===== src/rtl/ledram_pkg.sv =====
// Shared types and timing offsets for the MiniLED frame-RAM scheduler.
package ledram_pkg;
  typedef enum logic {CFG = 1'b0, FRAME = 1'b1} state_e;

  // Owner codes double as the one-hot grant / read-strobe mask.
  typedef enum logic [1:0] {
    OWN_NONE = 2'b00,
    OWN_SRC0 = 2'b01,
    OWN_SRC1 = 2'b10
  } owner_e;

  localparam int RD_START     = 4;
  localparam int WR_START     = 6;
  localparam int DEF_NUM_LEDS = 360;
  localparam int DEF_DW       = 16;
endpackage


===== src/rtl/ledram_frame_sched_if.sv =====
// Pixel-source handshake and frame-RAM write bus of the frame scheduler.
interface ledram_frame_sched_if #(
  parameter int AW = 10,
  parameter int DW = 16
);
  logic [1:0]    req, gnt, owner, pix_rd;
  logic [AW-1:0] pix_addr, wtaddr_wire;
  logic [DW-1:0] pix_data0, pix_data1, wtdina_wire;
  logic          sdbpflag_wire, wtwe, cfg_done, frame_done;

  modport master (
    input  req, pix_data0, pix_data1,
    output gnt, owner, pix_rd, pix_addr, sdbpflag_wire, wtwe, wtaddr_wire,
           wtdina_wire, cfg_done, frame_done
  );

  modport slave (
    output req, pix_data0, pix_data1,
    input  gnt, owner, pix_rd, pix_addr, sdbpflag_wire, wtwe, wtaddr_wire,
           wtdina_wire, cfg_done, frame_done
  );
endinterface


===== src/rtl/ledram_frame_arb.sv =====
// Per-frame owner decision; src1 wins contested frames until it has won
// STARVE_LIM of them in a row, then src0 gets one.
module ledram_frame_arb
  import ledram_pkg::*;
#(
  parameter int STARVE_LIM = 4
) (
  input  logic       clk,
  input  logic       rst_n,
  input  logic [1:0] req,
  input  logic       t0,
  output owner_e     nxt_owner
);
  localparam int SW = $clog2(STARVE_LIM + 2);
  localparam logic [SW-1:0] LIM = SW'(STARVE_LIM);

  logic [SW-1:0] starve_q, starve_d;

  always_comb begin
    nxt_owner = OWN_NONE;
    starve_d  = starve_q;
    case (req)
      2'b01: nxt_owner = OWN_SRC0;
      2'b10: begin
        nxt_owner = OWN_SRC1;
        starve_d  = '0;
      end
      2'b11: begin
        if (starve_q == LIM) begin
          nxt_owner = OWN_SRC0;
          starve_d  = '0;
        end else begin
          nxt_owner = OWN_SRC1;
          starve_d  = starve_q + 1'b1;
        end
      end
      default: nxt_owner = OWN_NONE;
    endcase
    // Only the frame-start decision is committed.
    if (!t0) starve_d = starve_q;
  end

  always_ff @(posedge clk or negedge rst_n) begin
    if (!rst_n) starve_q <= '0;
    else        starve_q <= starve_d;
  end
endmodule


===== src/rtl/ledram_frame_sched.sv =====
// Frame scheduler: config wait, then periodic frames that grant the RAM write
// port, pulse sdbpflag and stream NUM_LEDS pixels from the owner into RAM.
module ledram_frame_sched
  import ledram_pkg::*;
#(
  parameter int NUM_LEDS     = DEF_NUM_LEDS,
  parameter int CFG_WAIT     = 2500,
  parameter int FRAME_PERIOD = 420000,
  parameter int FLAG_LEN     = 29,
  parameter int STARVE_LIM   = 4,
  parameter int DW           = DEF_DW,
  parameter int AW           = 10
) (
  input logic                  clk,
  input logic                  rst_n,
  ledram_frame_sched_if.master bus
);
  localparam int CMAX = (CFG_WAIT > FRAME_PERIOD) ? CFG_WAIT : FRAME_PERIOD;
  localparam int CW   = $clog2(CMAX + 1);

  localparam logic [CW-1:0] CFG_LAST = CW'(CFG_WAIT - 1);
  localparam logic [CW-1:0] FP       = CW'(FRAME_PERIOD);
  localparam logic [CW-1:0] FLAG_HI  = CW'(FLAG_LEN);
  localparam logic [CW-1:0] RD_LO    = CW'(RD_START);
  localparam logic [CW-1:0] RD_HI    = CW'(RD_START + NUM_LEDS - 1);
  localparam logic [CW-1:0] WR_LO    = CW'(WR_START);
  localparam logic [CW-1:0] WR_HI    = CW'(WR_START + NUM_LEDS - 1);
  localparam logic [CW-1:0] DONE_AT  = CW'(WR_START + NUM_LEDS);

  state_e        state_q, state_d;
  logic [CW-1:0] cnt_q, cnt_d;
  owner_e        owner_q, owner_d, arb_owner;
  logic [1:0]    gnt_q, gnt_d, pix_rd_q, pix_rd_d;
  logic [AW-1:0] pix_addr_q, pix_addr_d, wtaddr_q, wtaddr_d;
  logic [DW-1:0] wtdina_q, wtdina_d;
  logic          cfg_done_q, cfg_done_d, sdb_q, sdb_d, wtwe_q, wtwe_d;
  logic          frame_done_q, frame_done_d, t0;

  assign t0 = (state_q == FRAME) && (cnt_q == '0);

  ledram_frame_arb #(.STARVE_LIM(STARVE_LIM)) u_arb (
    .clk       (clk),
    .rst_n     (rst_n),
    .req       (bus.req),
    .t0        (t0),
    .nxt_owner (arb_owner)
  );

  // All outputs are decoded from the next counter value so they land
  // registered exactly on the frame-relative cycle they belong to.
  always_comb begin
    state_d      = state_q;
    cnt_d        = cnt_q;
    cfg_done_d   = cfg_done_q;
    owner_d      = owner_q;
    gnt_d        = '0;
    pix_rd_d     = '0;
    pix_addr_d   = '0;
    sdb_d        = 1'b0;
    wtwe_d       = 1'b0;
    wtaddr_d     = '0;
    wtdina_d     = '0;
    frame_done_d = 1'b0;
    case (state_q)
      CFG: begin
        if (cnt_q == CFG_LAST) begin
          state_d    = FRAME;
          cnt_d      = '0;
          cfg_done_d = 1'b1;
        end else begin
          cnt_d = cnt_q + 1'b1;
        end
      end
      FRAME: begin
        cnt_d = (cnt_q == FP) ? '0 : cnt_q + 1'b1;
        if (t0) begin
          owner_d = arb_owner;
          gnt_d   = arb_owner;
        end
        sdb_d = (cnt_d != '0) && (cnt_d <= FLAG_HI);
        if (cnt_d >= RD_LO && cnt_d <= RD_HI) begin
          pix_rd_d   = owner_d;
          pix_addr_d = AW'(cnt_d - RD_LO);
        end
        // A frame with no owner still writes, as blank pixels.
        if (cnt_d >= WR_LO && cnt_d <= WR_HI) begin
          wtwe_d   = 1'b1;
          wtaddr_d = AW'(cnt_d - WR_LO);
          case (owner_q)
            OWN_SRC0: wtdina_d = bus.pix_data0;
            OWN_SRC1: wtdina_d = bus.pix_data1;
            default:  wtdina_d = '0;
          endcase
        end
        frame_done_d = (cnt_d == DONE_AT);
      end
      default: state_d = CFG;
    endcase
  end

  always_ff @(posedge clk or negedge rst_n) begin
    if (!rst_n) begin
      state_q      <= CFG;
      cnt_q        <= '0;
      cfg_done_q   <= 1'b0;
      owner_q      <= OWN_NONE;
      gnt_q        <= '0;
      pix_rd_q     <= '0;
      pix_addr_q   <= '0;
      sdb_q        <= 1'b0;
      wtwe_q       <= 1'b0;
      wtaddr_q     <= '0;
      wtdina_q     <= '0;
      frame_done_q <= 1'b0;
    end else begin
      state_q      <= state_d;
      cnt_q        <= cnt_d;
      cfg_done_q   <= cfg_done_d;
      owner_q      <= owner_d;
      gnt_q        <= gnt_d;
      pix_rd_q     <= pix_rd_d;
      pix_addr_q   <= pix_addr_d;
      sdb_q        <= sdb_d;
      wtwe_q       <= wtwe_d;
      wtaddr_q     <= wtaddr_d;
      wtdina_q     <= wtdina_d;
      frame_done_q <= frame_done_d;
    end
  end

  assign bus.gnt           = gnt_q;
  assign bus.owner         = owner_q;
  assign bus.pix_rd        = pix_rd_q;
  assign bus.pix_addr      = pix_addr_q;
  assign bus.sdbpflag_wire = sdb_q;
  assign bus.wtwe          = wtwe_q;
  assign bus.wtaddr_wire   = wtaddr_q;
  assign bus.wtdina_wire   = wtdina_q;
  assign bus.cfg_done      = cfg_done_q;
  assign bus.frame_done    = frame_done_q;
endmodule

===== src/flat_wrapper.sv =====
// flat-port wrapper written by rule: the top's interface ports become plain ports
module ledram_frame_sched_flat import ledram_pkg::*;
#(
  parameter int NUM_LEDS     = DEF_NUM_LEDS,
  parameter int CFG_WAIT     = 2500,
  parameter int FRAME_PERIOD = 420000,
  parameter int FLAG_LEN     = 29,
  parameter int STARVE_LIM   = 4,
  parameter int DW           = DEF_DW,
  parameter int AW           = 10
)
  (clk, rst_n, bus_req, bus_pix_data0, bus_pix_data1, bus_gnt, bus_owner, bus_pix_rd, bus_pix_addr, bus_sdbpflag_wire, bus_wtwe, bus_wtaddr_wire, bus_wtdina_wire, bus_cfg_done, bus_frame_done);
  ledram_frame_sched_if #(.AW(AW), .DW(DW)) bus_i ();
  input logic clk;
  input logic rst_n;
  input wire logic [$bits(bus_i.req)-1:0] bus_req;
  input wire logic [$bits(bus_i.pix_data0)-1:0] bus_pix_data0;
  input wire logic [$bits(bus_i.pix_data1)-1:0] bus_pix_data1;
  output wire logic [$bits(bus_i.gnt)-1:0] bus_gnt;
  output wire logic [$bits(bus_i.owner)-1:0] bus_owner;
  output wire logic [$bits(bus_i.pix_rd)-1:0] bus_pix_rd;
  output wire logic [$bits(bus_i.pix_addr)-1:0] bus_pix_addr;
  output wire logic [$bits(bus_i.sdbpflag_wire)-1:0] bus_sdbpflag_wire;
  output wire logic [$bits(bus_i.wtwe)-1:0] bus_wtwe;
  output wire logic [$bits(bus_i.wtaddr_wire)-1:0] bus_wtaddr_wire;
  output wire logic [$bits(bus_i.wtdina_wire)-1:0] bus_wtdina_wire;
  output wire logic [$bits(bus_i.cfg_done)-1:0] bus_cfg_done;
  output wire logic [$bits(bus_i.frame_done)-1:0] bus_frame_done;
  assign bus_i.req = bus_req;
  assign bus_i.pix_data0 = bus_pix_data0;
  assign bus_i.pix_data1 = bus_pix_data1;
  assign bus_gnt = bus_i.gnt;
  assign bus_owner = bus_i.owner;
  assign bus_pix_rd = bus_i.pix_rd;
  assign bus_pix_addr = bus_i.pix_addr;
  assign bus_sdbpflag_wire = bus_i.sdbpflag_wire;
  assign bus_wtwe = bus_i.wtwe;
  assign bus_wtaddr_wire = bus_i.wtaddr_wire;
  assign bus_wtdina_wire = bus_i.wtdina_wire;
  assign bus_cfg_done = bus_i.cfg_done;
  assign bus_frame_done = bus_i.frame_done;
  ledram_frame_sched #(.NUM_LEDS(NUM_LEDS), .CFG_WAIT(CFG_WAIT), .FRAME_PERIOD(FRAME_PERIOD), .FLAG_LEN(FLAG_LEN), .STARVE_LIM(STARVE_LIM), .DW(DW), .AW(AW)) u_core (.clk(clk), .rst_n(rst_n), .bus(bus_i));
endmodule

===== config.mk =====
export PLATFORM = sky130hd
export DESIGN_NAME = ledram_frame_sched_flat
export DESIGN_NICKNAME = d
export VERILOG_FILES = /design/src/rtl/ledram_pkg.sv /design/src/rtl/ledram_frame_sched_if.sv /design/src/rtl/ledram_frame_arb.sv /design/src/rtl/ledram_frame_sched.sv /design/src/flat_wrapper.sv
export SDC_FILE = /design/constraint.sdc
export NUM_CORES = 1
export LEC_CHECK = 0
export BUFFER_PORTS_ARGS = -buffer_cell sky130_fd_sc_hd__buf_2
export CORE_MARGIN = 2
export CORE_UTILIZATION = 54
export CTS_BUF_LIST = sky130_fd_sc_hd__clkbuf_16
export DETAILED_ROUTE_END_ITERATION = 16
export PLACE_DENSITY = 0.77
export SYNTH_ARGS = -nofsm -noshare
export SYNTH_HDL_FRONTEND = slang
export SYNTH_SLANG_ARGS = --single-unit

===== constraint.sdc =====
create_clock -name clk -period 4.7 [get_ports clk]
set_clock_uncertainty 0.2 [all_clocks]
set_input_delay 0.47 -clock clk [delete_from_list [all_inputs] [get_ports clk]]
set_output_delay 0.47 -clock clk [all_outputs]
set_load 0.1 [all_outputs]

==> results of run 1 <==
==> state kept, by name, summed over array words and instances, names as in the netlist, 2 cells and up <==
signal,cells
u_core.bus.wtaddr_wire,10
u_core.bus.pix_addr,10
u_core.bus.owner,2
u_core.bus.wtdina_wire,16
u_core.bus.pix_rd,2
u_core.u_arb.starve_q,3
u_core.bus.gnt,2
u_core.cnt_q,19
==> worst register-to-register path, cell delays in order (launching register included) <==
cell and delay (ns):
dfrtp_1 0.67, ha_1 0.49, nand2_1 0.18, xnor2_1 0.86, nand2_1 0.20, nor3b_1 0.36
a311o_1 0.60, nor2_1 0.13
==> synthesized netlist by cell type (9+ instances only) <==
library cell | number | area (um2)
xnor2_1 | 22 | 193
a21oi_1 | 9 | 45.0
dfrtp_1 | 69 | 1730
nand3_1 | 13 | 65.1
nor3_1 | 24 | 120
nand4_1 | 13 | 81.3
inv_1 | 20 | 75.1
buf_2 | 12 | 60.1
o21ai_0 | 9 | 45.0
clkbuf_1 | 10 | 37.5
ha_1 | 14 | 175
nand2_1 | 28 | 105
a22oi_1 | 16 | 120
nor2_1 | 45 | 169
==> power groups by stage <==
stage | Sequential (mW) | Clock (mW) | Combinational, mW
after floorplan | 0.605 | 0 | 0.000594
after global placement | 0.605 | 0 | 0.0268
after detailed placement | 0.605 | 0 | 0.0278
after CTS | 0.594 | 0.676 | 0.0285
after global routing | 0.594 | 0.699 | 0.0319
final | 0.594 | 0.667 | 0.0274
==> routing by layer <==
layer  part of all wire  track usage  vias to the layer above
met1               0.43        0.319                     1520
met4              0.012       0.0767                        0
met5                  0            0                        -
met3              0.074       0.0495                       16
met2               0.48        0.390                      150
li1                   -            -                     1506
==> kinds of logic (layout without fill, tap and decap cells) <==
| logic type | count (synthesis) | after routing |
|---|---|---|
| mux | 1 | 1 |
| xor+xnor | 29 | 29 |
| fa+ha+maj | 14 | 14 |
| buf+inv | 47 | 121 |
| compound gates | 68 | 68 |
| flops | 69 | 69 |
| simple gates | 159 | 159 |
==> final timing paths <==
path	startpoint	end	slack, ns
min in group asynchronous	rst_n	u_core.bus.wtaddr_wire[4]$_DFF_PN0_	0.49
setup / recovery	u_core.cnt_q[0]$_DFF_PN0_	u_core.bus.pix_addr[9]$_DFF_PN0_	0.87
max in group asynchronous	rst_n	u_core.cnt_q[3]$_DFF_PN0_	2.87
setup reg to reg	u_core.cnt_q[0]$_DFF_PN0_	u_core.bus.pix_addr[9]$_DFF_PN0_	0.87
hold / removal	bus_req[0]	u_core.bus.gnt[1]$_DFF_PN0_	0.20
hold reg to reg	u_core.bus.cfg_done$_DFFE_PN0P_	u_core.bus.cfg_done$_DFFE_PN0P_	0.29
==> timing repair <==
item | CTS | global route
hold buffers | 1 | 0
hold endpoints to repair | 26 | 0
gates resized for setup | 0 | 0
==> cell type report <==
class                   count  area (um2)  area share
clock buffers               9         225      0.0515
clock inverters             7        75.1      0.0172
inverters                  20        75.1      0.0172
multi-input cells         271        1730       0.396
flip-flops and latches     69        1730       0.395
well taps                  80         100      0.0229
repair buffers             85         438       0.100
==> flow_metrics.py, run 1 <==
metrics = {
    "run_status": {
        "outcome": "completed",
    },
    "critical_path": {
        "crit_path_start_kind": "flip-flop",
        "critPathMaxFanout": 17,
        "timing.critical_path.mode_cell": "nand2_1",
        "cp.depth": 7,
        "crit_buf_inv": 0,
        "slowest_delay_ns": 0.86,
        "crit_chain": "ha_1 -> nand2_1 -> xnor2_1 -> nand2_1 -> nor3b_1 -> a311o_1 -> nor2_1",
        "required_ns": 4.69,
        "cp_slowest_cell": "xnor2_1",
        "worstSetupPathType": "flip-flop to flip-flop",
        "end_kind": "flip-flop",
        "r2r_cells": 7,
        "worst_path_dominant_cell_family": "simple AND/OR/NAND/NOR gates",
        "cp_data_arrival_time_ns": 3.81,
    },
    "timing": {
        "period_share": 0.814,
        "finalMaxSlewViolations": 0,
        "setup_viol": 0,
        "fin_setup_tns_ns": 0,
        "rsz0062_at_grt": "false",
        "whs_ns": 0.196,
        "relSlewSlack": 0.289,
        "setup_slack_ns": 0.874,
        "fmax_ghz": 0.261,
        "final_hold_viol_count": 0,
        "tightest_slew_ns": 1.06,
        "fin_crit_ns": 3.83,
    },
    "power_and_ir_drop": {
        "powerDensity_nw_per_um2": 295,
        "clockPowerShare": 0.518,
        "p_switching_mw": 0.272,
        "leakage_nw": 2.08,
        "total_power_mw": 1.29,
        "swShare": 0.211,
        "comb_power_share": 0.021,
        "intPower_mw": 1.02,
        "vdd_drop_max_v": 0.000180,
        "p_seq_frac": 0.461,
    },
    "synthesis": {
        "synth_edf_count": 0,
        "yosys.area_share.adder": 0.0478,
        "syn_area_per_cell_um2": 9.47,
        "syn_inst": 387,
        "seq_area_frac_synth": 0.471,
        "syn_area_um2": 3670,
        "synthFlopType": "dfrtp_1",
        "ys_seq_elements": 69,
        "yosysWarnings": 0,
        "synth-xor-area-share": 0.0693,
        "synth-simple-area-share": 0.220,
        "synth_top_family_by_area": "simple AND/OR/NAND/NOR gates",
        "synth-compound-area-share": 0.132,
        "synth_nets": 437,
        "yosysUniqueCellTypes": 54,
        "synthMuxAreaShare": 0.00307,
        "synth-async-reset-ratio": 1.00,
    },
    "global_route": {
        "grt_max_degree": 44,
        "track_usage": 0.238,
        "overflow": 0,
        "antenna_found_initial": 0,
        "grt_pass1_wl_mm": 14.1,
        "grt_pass1_vias": 3026,
    },
    "layout": {
        "final_cells": 541,
        "final_core_util": 0.654,
        "nets": 506,
        "syn_to_final_growth_pct": 19.3,
        "layout_common_cells": "buf_2, dfrtp_1, nor2_1",
        "fin_area_um2": 4370,
        "num_antenna_cells": 0,
        "drive_above_1_share": 0.239,
        "final.fill_count": 554,
        "final_common_cell": "buf_2",
    },
    "route": {
        "drt_pass1_iterations": 5,
        "wl_per_cell_um": 16.2,
        "viasPerCell": 5.90,
        "antenna_left": 0,
        "drc_errors": 0,
        "wirelength_mm": 8.76,
        "initialDrtViolationCount": 272,
        "dr_total_vias": 3192,
    },
    "place": {
        "dp_hpwl_mm": 6.14,
        "place_area_um2": 4060,
        "finalWeightedCongestion": 0.932,
        "dp_slack_ns": 1.05,
        "dp_cells": 524,
        "io_buffers": 81,
    },
    "die": {
        "die-area_um2": 7460,
        "io_pins": 82,
        "die_width_um": 86.4,
        "coreArea_um2": 6680,
        "die_h_um": 86.4,
        "rows": 30,
        "initial_core_util": 0.549,
    },
    "clock_tree": {
        "clk_pin_slew_worst_paths_ns": 0.06,
        "cts-root-buf": "clkbuf_16",
        "cts_buffers": 9,
        "cts_tree": "built",
        "post_cts_buffers": 0,
        "worstSkewPairLatency_ns": 0.33,
        "cts_max_path_buffers": 2,
        "cts.htree.levels": 3,
        "clock_sinks": 69,
    },
    "job": {
        "cap_violations": 0,
    },
    "hold_path": {
        "hold_class": "primary input to flip-flop",
        "whs_path_depth": 2,
    },
}
No activity file was read; power rests on OpenSTA's default activity.
==> run 2, diff against run 1 <==
- CORE_UTILIZATION: 54 -> 49
- PLACE_DENSITY: 0.77 -> 0.73
- clock period: 4.7 -> 3.35 ns (I/O delays scaled with it)
==> flow_metrics.py, run 2 (synthesized netlist as in run 1, its figures left out) <==
metrics = {
    "timing": {
        "rsz0062_at_grt": "true",
        "tightest_slew_ns": 0.602,
        "relSlewSlack": 0.596,
        "setup_viol": 0,
        "finalMaxSlewViolations": 0,
        "final_hold_viol_count": 0,
        "fmax_ghz": 0.312,
        "fin_crit_ns": 3.20,
        "period_share": 0.956,
    },
    "route": {
        "wirelength_mm": 9.19,
        "drc_errors": 0,
        "viasPerCell": 5.71,
        "initialDrtViolationCount": 257,
        "dr_total_vias": 3296,
        "wl_per_cell_um": 15.9,
        "drt_pass1_iterations": 5,
        "antenna_left": 0,
    },
    "clock_tree": {
        "cts-root-buf": "clkbuf_16",
        "clock_sinks": 69,
        "cts.htree.levels": 3,
        "post_cts_buffers": 0,
        "cts_buffers": 9,
        "cts_max_path_buffers": 2,
        "cts_tree": "built",
        "clk_pin_slew_worst_paths_ns": 0.06,
        "worstSkewPairLatency_ns": 0.33,
    },
    "layout": {
        "top_register": "u_core.cnt_q",
        "layout_common_cells": "buf_2, dfrtp_1, nor2_1",
        "nets": 524,
        "final_core_util": 0.624,
        "drive_above_1_share": 0.272,
        "final_common_cell": "buf_2",
        "largest_reg_flops": 19,
        "syn_to_final_growth_pct": 23.4,
        "num_antenna_cells": 0,
    },
    "critical_path": {
        "required_ns": 3.39,
        "worstReg2RegEnd": "u_core.bus.wtdina_wire[12]$_DFF_PN0_",
        "worstSetupPathType": "flip-flop to flip-flop",
        "r2r_cells": 11,
        "cp_data_arrival_time_ns": 3.25,
        "critPathMaxFanout": 13,
        "crit_end": "u_core.bus.wtdina_wire[12]$_DFF_PN0_",
        "r2r_start": "u_core.cnt_q[4]$_DFF_PN0_",
        "end_kind": "flip-flop",
        "crit_path_start_kind": "flip-flop",
        "r2r_slack_ns": 0.15,
        "crit_start": "u_core.cnt_q[4]$_DFF_PN0_",
    },
    "die": {
        "die-area_um2": 8190,
        "initial_core_util": 0.505,
        "die_width_um": 90.5,
        "rows": 31,
        "io_pins": 82,
        "die_h_um": 90.5,
        "coreArea_um2": 7250,
    },
    "hold_path": {
        "hold_class": "primary input to flip-flop",
    },
    "power_and_ir_drop": {
        "powerDensity_nw_per_um2": 374,
        "total_power_mw": 1.69,
        "vdd_drop_max_v": 0.000260,
        "leakage_nw": 2.16,
    },
    "global_route": {
        "track_usage": 0.232,
        "grt_pass1_vias": 3150,
        "grt_max_degree": 31,
        "antenna_found_initial": 0,
        "overflow": 0,
        "grt_pass1_wl_mm": 15.3,
    },
    "place": {
        "finalWeightedCongestion": 0.992,
        "io_buffers": 81,
        "dp_hpwl_mm": 6.59,
    },
    "job": {
        "cap_violations": 0,
    },
    "run_status": {
        "outcome": "completed",
    },
}
## run 2: final cells by class
class / instances / area [um2]
well taps: 99 / 124
multi-input cells: 272 / 1780
repair buffers: 102 / 566
flip-flops and latches: 69 / 1730
clock inverters: 6 / 32.5
inverters: 20 / 75.1
fillers: 623 / 2730
clock buffers: 9 / 225
## run 2: critical path, cell delays in order (launching register included)
cell      delay (ns)
dfrtp_1         0.41
nor4_4          0.32
nand4_1         0.17
or2_2           0.39
nand2_1         0.14
inv_1           0.11
ha_1            0.27
o21ai_0         0.21
nor4_1          0.08
o22ai_2         0.28
nand3b_2        0.28
nor3_1          0.25
## run 2: worst min-delay path by stage
stage,depth (start not counted),to,startpoint,slack [ns]
finish,2,u_core.bus.gnt[1]$_DFF_PN0_,bus_req[0],0.07
global route,2,u_core.bus.gnt[1]$_DFF_PN0_,bus_req[0],0.07
CTS,2,u_core.bus.gnt[1]$_DFF_PN0_,bus_req[0],0.06
detailed placement,1,u_core.u_arb.starve_q[1]$_DFFE_PN0P_,rst_n,0.14
global placement,1,u_core.cnt_q[11]$_DFF_PN0_,rst_n,0.13
floorplan,0,u_core.bus.cfg_done$_DFFE_PN0P_,rst_n,-0.16
## run 2: metrics by stage
stage | hold slack (ns) | TNS (ns) | cell area (um2) | setup slack, ns | instances
finish | 0.0719 | 0 | 4530 | 0.147 | 577
global route | 0.0692 | -0.179 | 4530 | -0.0486 | 577
CTS | 0.0601 | 0 | 4480 | 0.0257 | 576
detailed placement | 0.138 | 0 | 4210 | 0.0565 | 560
global placement | 0.133 | 0 | 4210 | 0.104 | 560
floorplan | -0.161 | 0 | 3670 | 0.0635 | 387
## run 2: repair_timing
action / CTS / global route
endpoints found under the hold margin: 20 / 0
gates resized for setup: 0 / 6
setup endpoints to repair: 0 / 39
hold buffers: 1 / 0
## run 2: per-layer routing
layer	GRT usage	vias up	wire length [um]
li1	-	1542	-
met1	0.303	1580	3920
met2	0.378	158	4510
met3	0.0584	16	608
met4	0.0769	0	150
met5	0	-	0
## run 2: power breakdown
group          switching, mW  internal [mW]  total, mW  leakage (nW)
registers                  0          0.834      0.834         0.945
clock network          0.330          0.487      0.817         0.126
logic                 0.0232         0.0169     0.0400          1.09
